--- src/rtl/zeroheti_pkg.sv ---
// Shared zeroHETI definitions: system address map, bus arbiter states and region codes.
package zeroheti_pkg;

  typedef struct packed {
    logic [31:0] base;
    logic [31:0] last;
  } addr_rule_t;

  typedef struct packed {
    addr_rule_t dbg;
    addr_rule_t clic;
    addr_rule_t mem;
  } addr_map_t;

  localparam addr_rule_t DbgAddr  = '{base: 32'h0000_0000, last: 32'h0000_1000};
  localparam addr_rule_t ClicAddr = '{base: 32'h0000_9000, last: 32'h0000_A000};
  localparam addr_rule_t MemAddr  = '{base: 32'h0001_0000, last: 32'h0002_0000};

  localparam addr_map_t AddrMap = '{dbg: DbgAddr, clic: ClicAddr, mem: MemAddr};

  typedef enum logic [1:0] {IDLE, ADDR, RESP, ERR} bus_state_e;
  typedef enum logic [1:0] {DBG, CLIC, MEM, NONE} region_e;

  // One-hot target select, ordered {mem, clic, dbg}.
  function automatic logic [2:0] region_sel(region_e r);
    case (r)
      DBG:     region_sel = 3'b001;
      CLIC:    region_sel = 3'b010;
      MEM:     region_sel = 3'b100;
      default: region_sel = 3'b000;
    endcase
  endfunction

endpackage

--- src/rtl/zeroheti_addr_decode.sv ---
// Combinational address-to-region decoder; shared with the core's PMA check.
module zeroheti_addr_decode
  import zeroheti_pkg::*;
(
  input  logic [31:0] addr,
  input  addr_map_t   map,
  output region_e     region
);

  function automatic logic hit(logic [31:0] a, addr_rule_t r);
    hit = (a >= r.base) && (a < r.last);
  endfunction

  // Overlapping rules resolve dbg > clic > mem.
  always_comb begin
    region = NONE;
    if (hit(addr, map.dbg))       region = DBG;
    else if (hit(addr, map.clic)) region = CLIC;
    else if (hit(addr, map.mem))  region = MEM;
  end

endmodule

--- src/rtl/zeroheti_bus_arb.sv ---
// Round-robin arbiter + decoder sharing the peripheral port between core LSU and debug SBA.
module zeroheti_bus_arb
  import zeroheti_pkg::*;
#(
  parameter int        NumReq  = 2,
  parameter addr_map_t AddrMap = zeroheti_pkg::AddrMap
) (
  input  logic                     clk_i,
  input  logic                     rst_ni,
  input  logic [NumReq-1:0]        req_i,
  input  logic [NumReq-1:0][31:0]  addr_i,
  input  logic [NumReq-1:0]        we_i,
  input  logic [NumReq-1:0][3:0]   be_i,
  input  logic [NumReq-1:0][31:0]  wdata_i,
  output logic [NumReq-1:0]        gnt_o,
  output logic [NumReq-1:0]        rvalid_o,
  output logic [31:0]              rdata_o,
  output logic                     err_o,
  output logic                     t_req_o,
  output logic [2:0]               t_sel_o,
  output logic [31:0]              t_addr_o,
  output logic                     t_we_o,
  output logic [3:0]               t_be_o,
  output logic [31:0]              t_wdata_o,
  input  logic                     t_gnt_i,
  input  logic                     t_rvalid_i,
  input  logic [31:0]              t_rdata_i,
  input  logic                     t_err_i
);

  localparam int IdxW = (NumReq > 1) ? $clog2(NumReq) : 1;

  bus_state_e      state_q;
  region_e         region_q, win_region;
  logic [IdxW-1:0] owner_q, rr_q, winner, cand, rr_next;
  logic            found;

  always_comb begin
    found  = 1'b0;
    winner = '0;
    cand   = '0;
    for (int i = 0; i < NumReq; i++) begin
      cand = IdxW'((int'(rr_q) + i) % NumReq);
      if (!found && req_i[cand]) begin
        found  = 1'b1;
        winner = cand;
      end
    end
  end

  assign rr_next = (int'(winner) == NumReq - 1) ? '0 : IdxW'(winner + 1'b1);

  zeroheti_addr_decode u_decode (
    .addr   (addr_i[winner]),
    .map    (AddrMap),
    .region (win_region)
  );

  always_ff @(posedge clk_i or negedge rst_ni) begin
    if (!rst_ni) begin
      state_q  <= IDLE;
      region_q <= NONE;
      owner_q  <= '0;
      rr_q     <= '0;
    end else begin
      case (state_q)
        IDLE: if (found) begin
          owner_q  <= winner;
          region_q <= win_region;
          rr_q     <= rr_next;
          if (win_region == NONE) state_q <= ERR;
          else if (t_gnt_i)       state_q <= RESP;
          else                    state_q <= ADDR;
        end
        ADDR:    if (t_gnt_i)    state_q <= RESP;
        RESP:    if (t_rvalid_i) state_q <= IDLE;
        default: state_q <= IDLE;
      endcase
    end
  end

  // Payload is driven only while t_req_o is high; everything else stays at zero.
  always_comb begin
    gnt_o     = '0;
    rvalid_o  = '0;
    rdata_o   = '0;
    err_o     = 1'b0;
    t_req_o   = 1'b0;
    t_sel_o   = '0;
    t_addr_o  = '0;
    t_we_o    = 1'b0;
    t_be_o    = '0;
    t_wdata_o = '0;
    case (state_q)
      IDLE: if (found) begin
        if (win_region == NONE) begin
          gnt_o[winner] = 1'b1;
        end else begin
          t_req_o   = 1'b1;
          t_sel_o   = region_sel(win_region);
          t_addr_o  = addr_i[winner];
          t_we_o    = we_i[winner];
          t_be_o    = be_i[winner];
          t_wdata_o = wdata_i[winner];
          gnt_o[winner] = t_gnt_i;
        end
      end
      ADDR: begin
        t_req_o   = 1'b1;
        t_sel_o   = region_sel(region_q);
        t_addr_o  = addr_i[owner_q];
        t_we_o    = we_i[owner_q];
        t_be_o    = be_i[owner_q];
        t_wdata_o = wdata_i[owner_q];
        gnt_o[owner_q] = t_gnt_i;
      end
      RESP: begin
        rvalid_o[owner_q] = t_rvalid_i;
        rdata_o           = t_rdata_i;
        err_o             = t_err_i;
      end
      ERR: begin
        rvalid_o[owner_q] = 1'b1;
        err_o             = 1'b1;
      end
      default: ;
    endcase
  end

endmodule

--- config.mk ---
export PLATFORM = sky130hd
export DESIGN_NAME = zeroheti_bus_arb
export DESIGN_NICKNAME = d
export VERILOG_FILES = /design/src/rtl/zeroheti_pkg.sv /design/src/rtl/zeroheti_addr_decode.sv /design/src/rtl/zeroheti_bus_arb.sv
export SDC_FILE = /design/constraint.sdc
export NUM_CORES = 1
export LEC_CHECK = 0
export CORE_AREA = 2 2 112 114
export CTS_BUF_LIST = sky130_fd_sc_hd__clkbuf_4 sky130_fd_sc_hd__clkbuf_8
export DETAILED_ROUTE_END_ITERATION = 7
export DIE_AREA = 0 0 114 116
export HOLD_SLACK_MARGIN = 0.03
export MAX_ROUTING_LAYER = met4
export PLACE_DENSITY = 0.6
export SLEW_MARGIN = 20
export SYNTH_ARGS = -nofsm -noshare
export SYNTH_HDL_FRONTEND = slang
export SYNTH_SLANG_ARGS = --single-unit
--- constraint.sdc ---
create_clock -name clk_i -period 2.8 [get_ports clk_i]
set_clock_uncertainty 0.15 [all_clocks]
set_input_delay 0.28 -clock clk_i [delete_from_list [all_inputs] [get_ports clk_i]]
set_output_delay 0.28 -clock clk_i [all_outputs]
set_load 0.02 [all_outputs]
# Word-level counts from Yosys, hierarchy flattened
# Index checks and enable logic that the tools add are counted.
[word_totals]
word_cells = 108
out_inout_bits = 110
input_bits = 177
reg_bits = 6
[op_classes]
n_addsub = 2
n_eq_ne = 11
n_reduce_logical = 12
bitwise_logic = 3
mux = 64
n_lt_le_gt_ge = 12
[ops]
columns = ["operator", "count"]
rows = [
  ["2-to-1 mux 32 bit", 13],
  ["one-hot mux 32 bit (2 select lines)", 2],
  [">= comparator 32 x 1 -> 1 bit (second input constant)", 1],
  [">= comparator 32 x 16 -> 1 bit (second input constant)", 1],
  [">= comparator 32 x 17 -> 1 bit (second input constant)", 1],
  ["less-than comparator 32 x 13 -> 1 bit (second input constant)", 1],
  ["less-than comparator 32 x 16 -> 1 bit (second input constant)", 1],
  ["less-than comparator 32 x 18 -> 1 bit (second input constant)", 1],
  ["2-to-1 mux 4 bit", 6],
  ["2-to-1 mux 1 bit", 20],
  ["2-to-1 mux 2 bit", 9],
  ["one-hot mux 3 bit (3 select lines)", 2],
  ["== test 2 bit (second input constant)", 5],
  ["less-than comparator 1 x 2 -> 1 bit (second input constant)", 4],
  ["one-hot mux 2 bit (2 select lines)", 2],
  ["one-hot mux 4 bit (2 select lines)", 1],
  ["bitwise AND 2 bit", 3],
  ["== test 2 x 1 -> 1 bit (second input constant)", 3],
  ["logical AND 1 bit", 6],
  ["zero test 2 bit", 3],
  ["2-to-1 mux 3 bit", 2],
  ["inequality test 2 bit (second input constant)", 3],
  ["one-hot mux 1 bit (2 select lines)", 3],
  ["one-hot mux 2 bit (3 select lines)", 1],
  ["7 further kinds", 10],
]

# Depth between registers and ports, before layout
[depth]
depth_word = 18
ltp_mapped = 7
ltp_nobuf = 5

# By module
# From an unflattened synthesis, not the netlist that was laid out.
[hier_totals]
hier_cells = 869
area_unflattened_um2 = 6453.7
[modules_own_cells]
columns = ["mod", "area_each_um2", "seq_area_each_um2", "n_inst", "cells_per_inst"]
rows = [
  ["zeroheti_addr_decode", 4688.2, 0.0, 1, 654],
  ["zeroheti_bus_arb", 1765.4, 152.6, 1, 215],
]

# Least setup slack after synthesis
# OpenSTA, ideal clock, no wires.
[synth_path]
path_type = "reg2out"
start = "register state_q[0]"
end = "output port t_addr_o[0]"
path_buffers = 2
setup_slack_ns = 0.409
required_ns = 2.370
stages_incl_launch_ff = 7
arrival_ns = 1.961
cell_sequence = "dfrtp_1 -> buf_6 -> or3_4 -> or4_4 -> o21ai_4 -> buf_8 -> a22o_1"
[synth_between]
elab_chain_cells = 2
elab_cells_between_ends = 3
cone_classes = "eq/ne: 1; mux: 1; reduce/logical: 1"
[synth_rtl]
columns = ["element", "line", "source"]
rows = [
  ["from (decl)", "zeroheti_bus_arb.sv:33", "bus_state_e state_q;"],
  ["from (signal assigned)", "zeroheti_bus_arb.sv:61", "state_q <= IDLE;"],
  ["from (signal assigned)", "zeroheti_bus_arb.sv:71", "if (win_region == NONE) state_q <= ERR;"],
  ["from (signal assigned)", "zeroheti_bus_arb.sv:72", "else if (t_gnt_i) state_q <= RESP;"],
  ["== test 2 x 1 -> 1 bit / zero test 2 bit (equally long branches)", "zeroheti_bus_arb.sv:94", "case (state_q)"],
  ["one-hot mux 32 bit (2 select lines) *", "zeroheti_bus_arb.sv:94", ""],
  ["to (decl)", "zeroheti_bus_arb.sv:21", "output logic [31:0] t_addr_o,"],
]
# Mark *: on every way between the ends. The rest lies on a longest branch, timed or not.

# Worst setup path after layout
[layout_path]
start = "input port addr_i[47] (netlist name)"
end = "output port t_wdata_o[27]"
[layout_between]
elab_chain_cells = 11
elab_cells_between_ends = 18
cone_classes = "order compare: 6; eq/ne: 1; mux: 8; reduce/logical: 3"
[layout_rtl]
columns = ["element", "line", "source"]
rows = [
  ["from (decl)", "zeroheti_bus_arb.sv:11", "input logic [NumReq-1:0][31:0] addr_i,"],
  ["2-to-1 mux 32 bit (not written as such) * (2 in series)", "zeroheti_bus_arb.sv:54", ".addr (addr_i[winner]),"],
  [">= comparator 32 x 17 -> 1 bit / less-than comparator 32 x 18 -> 1 bit (equally long branches)", "zeroheti_addr_decode.sv:11", "hit = (a >= r.base) && (a < r.last);"],
  ["logical AND 1 bit", "zeroheti_addr_decode.sv:11", ""],
  ["2-to-1 mux 1 bit", "zeroheti_addr_decode.sv:19", "else if (hit(addr, map.mem)) region = MEM;"],
  ["2-to-1 mux 2 bit", "zeroheti_addr_decode.sv:18", "else if (hit(addr, map.clic)) region = CLIC;"],
  ["2-to-1 mux 2 bit *", "zeroheti_addr_decode.sv:17", "if (hit(addr, map.dbg)) region = DBG;"],
  ["== test 2 bit *", "zeroheti_bus_arb.sv:96", "if (win_region == NONE) begin"],
  ["2-to-1 mux 32 bit *", "zeroheti_bus_arb.sv:96", ""],
  ["2-to-1 mux 32 bit *", "zeroheti_bus_arb.sv:95", "IDLE: if (found) begin"],
  ["one-hot mux 32 bit (2 select lines) *", "zeroheti_bus_arb.sv:94", ""],
  ["to (decl)", "zeroheti_bus_arb.sv:24", "output logic [31:0] t_wdata_o,"],
]
# Mark *: on every way between the ends. The rest lies on a longest branch, timed or not. The select of a mux whose other input is x is not followed.

==> flow_metrics.tcl <==
set metrics [dict create \
    ant_nets 0 \
    clock_latency_ns 0.23 \
    fin_crit_sh 0.976 \
    peakVddDrop_mv 0.339 \
    yosys.area.top_type "a22o_1" \
    syn_to_final_growth_pct 207 \
    fp-row-count 40 \
    ys_ff_latch 6 \
    dr.pass1.iters 4 \
    seq_area_frac_synth 0.0888 \
    clockRootBuffer "clkbuf_8" \
    yosysTopAreaCellShare 0.163 \
    layout_common_cells "195 x clkdlybuf4s50_1, 64 x buf_4, 33 x and2_1" \
    period_needed_ns 2.73 \
    syn_area_sq_um 1720 \
    avgSynthCellArea_sq_um 7.78 \
    postCtsHoldBufs 0 \
    hp-class "primary input to async pin" \
    globalplace.congestion 0.819 \
    dr_total_vias 3117 \
    initial_core_util 0.144 \
    ff2ff_path_depth 6 \
    p_per_area_nw_per_um2 685 \
    final_common_cell "clkdlybuf4s50_1" \
    arrival_ns 2.30 \
    path_clk_slew_ns 0.04 \
    top_usage_layer "met2" \
    wl_per_cell_um 17.4 \
    status "finished clean" \
    use_met3 0.0377 \
    crit_path_end_kind "primary output" \
    synth.net_count 398 \
    grt_overflow_total 0 \
    crit_start "addr_i[47]" \
    drtIter0Drc 43 \
    r2r_end "state_q[1]" \
    timing.hold.ws_ns 0.148 \
    antenna_found_initial 0 \
    ys.flop_type "dfrtp_1" \
    grt_max_degree 23 \
    pre_cts_ws_ns -0.708 \
    nets 728 \
    first_global_vias 3272 \
    grt_pass1_wl_mm 16.9 \
    reg2reg_from "rr_q" \
    grt_usage 0.169 \
    ioPinCount 287 \
    dp_hpwl_mm 9.90 \
    cp-start-kind "primary input" \
    avgViaCountPerCell 4.47 \
    ys_types 45 \
    syn_inst 221 \
    cts.sinks 6 \
    maxSlewViolCount 0 \
    rsz0062_at_grt "no" \
    met1_usage 0.155 \
    final_layout_size_suffix_gt1_frac 0.304 \
    slew_headroom 0.717 \
    grt_util_met2 0.358 \
    fill_cells 1175 \
    r2r_setup_slack_ns 0.78 \
    tightest_slew_ns 0.421 \
    cts_buffers 3 \
    htree_levels 1 \
    synth_area_leaders "a22o_1 16%, a22o_2 12%, and2_1 12%" \
    critPathRequiredTime_ns 2.37 \
    p_leak_nw 2.27 \
    cts_tree "yes" \
    hold_viol 0 \
    die_y_um 116 \
    clockBufferDepth 2 \
    ys_warn_count 0 \
    synth_edf_count 0 \
    max_freq_mhz 366 \
    setup.worst_path.class "primary input to primary output" \
    num_antenna_cells 0 \
    setup_slack_ns 0.0676 \
    drt_wl_total_mm 12.1 \
    max-cap-violations 0 \
    drc_errors 0 \
    design.core.area_sq_um 11900 \
    portBuffers 286 \
    dieArea_sq_um 13200 \
    die_x_um 114 \
    critical_path.max_fanout 7 \
    setup_viol 0 \
    synthArstFlopShare 1.00 \
]
## per-layer routing
metal / vias to the layer above / part of all wire
met2: 173 / 0.58
met4: 0 / 0.0024
li1: 1512 / -
met5: - / 0
met3: 4 / 0.086
met1: 1428 / 0.33
## layout make-up
| cell class | instances | area [sq um] | share of cell area |
|---|---|---|---|
| repair buffers | 345 | 3390 | 0.643 |
| multi-input cells | 191 | 1480 | 0.281 |
| well taps | 147 | 184 | 0.0349 |
| flip-flops and latches | 6 | 153 | 0.0289 |
| clock buffers | 4 | 48.8 | 0.00925 |
| inverters | 4 | 15.0 | 0.00285 |
## what timing repair did
item,in CTS,in global routing
pin swaps,11,9
resized for setup,311,50
endpoints found under the setup margin,60,58
hold endpoints to repair,0,0
setup buffers,11,0
cloned,5,2
## critical path: stages
cell,delay (ns)
clkdlybuf4s50_1,0.58
xnor2_2,0.15
a21oi_1,0.11
or4_4,0.43
o21ai_4,0.14
buf_12,0.18
clkbuf_16,0.14
a22o_1,0.15
buf_6,0.12
## stage by stage
| step | instance area, sq um | setup TNS (ns) | instances | utilization | power [mW] |
|---|---|---|---|---|---|
| 2_1_floorplan | 1720 | 0 | 221 | - | 1.75 |
| 3_3_place_gp | 4960 | -34.16 | 676 | 0.416 | 3.21 |
| 3_5_place_dp | 4960 | -37.07 | 676 | 0.416 | 3.23 |
| 4_1_cts | 5180 | 0 | 696 | 0.435 | 3.57 |
| 5_1_grt | 5280 | 0 | 697 | 0.443 | 3.82 |
| 6_report | 5280 | 0 | 697 | 0.443 | 3.61 |
## where the power goes
| group | leakage (nW) | internal, mW | switching, mW |
|---|---|---|---|
| registers | 0.0682 | 0.116 | 0.0249 |
| clock network | 0.0262 | 0.108 | 0.0401 |
| logic | 2.18 | 1.73 | 1.60 |
| total | 2.27 | 1.95 | 1.66 |
## state kept, by name, indices dropped and copies added (netlist names)
| name | flops |
|---|---|
| owner_q | 1 |
| region_q | 2 |
| rr_q | 1 |
| state_q | 2 |
## synth_stat cells (all sizes together), types with 3 or more instances
| cell | number |
|---|---|
| mux2i | 18 |
| nor2 | 25 |
| nor4 | 7 |
| and2 | 33 |
| buf | 16 |
| nand2 | 6 |
| o21ai | 9 |
| a22o | 53 |
| dfrtp | 4 |
| nor3 | 9 |
| inv | 4 |
| clkbuf | 4 |
| a21oi | 3 |
## worst max path at each step
stage | depth (start not counted) | slack (ns) | to
2_1_floorplan | 6 | 0.41 | t_addr_o[0]
3_3_place_gp | 8 | -0.65 | t_wdata_o[22]
3_5_place_dp | 8 | -0.71 | t_wdata_o[29]
4_1_cts | 9 | 0.003 | t_wdata_o[16]
5_1_grt | 9 | 0.003 | t_wdata_o[14]
6_report | 9 | 0.07 | t_wdata_o[27]
## kinds of logic (layout without fill, tap and decap cells)
family	after synthesis	count (layout)	share of synthesized area
AOI/OAI and AO/OA	80	80	0.402
xor gates and xnor gates	2	2	0.0102
buffers and inverters	24	353	0.102
DFF	6	6	0.0888
muxes	19	19	0.111
and+or+nand+nor	90	90	0.285
Note: power is estimated with default switching activity, not from simulation.
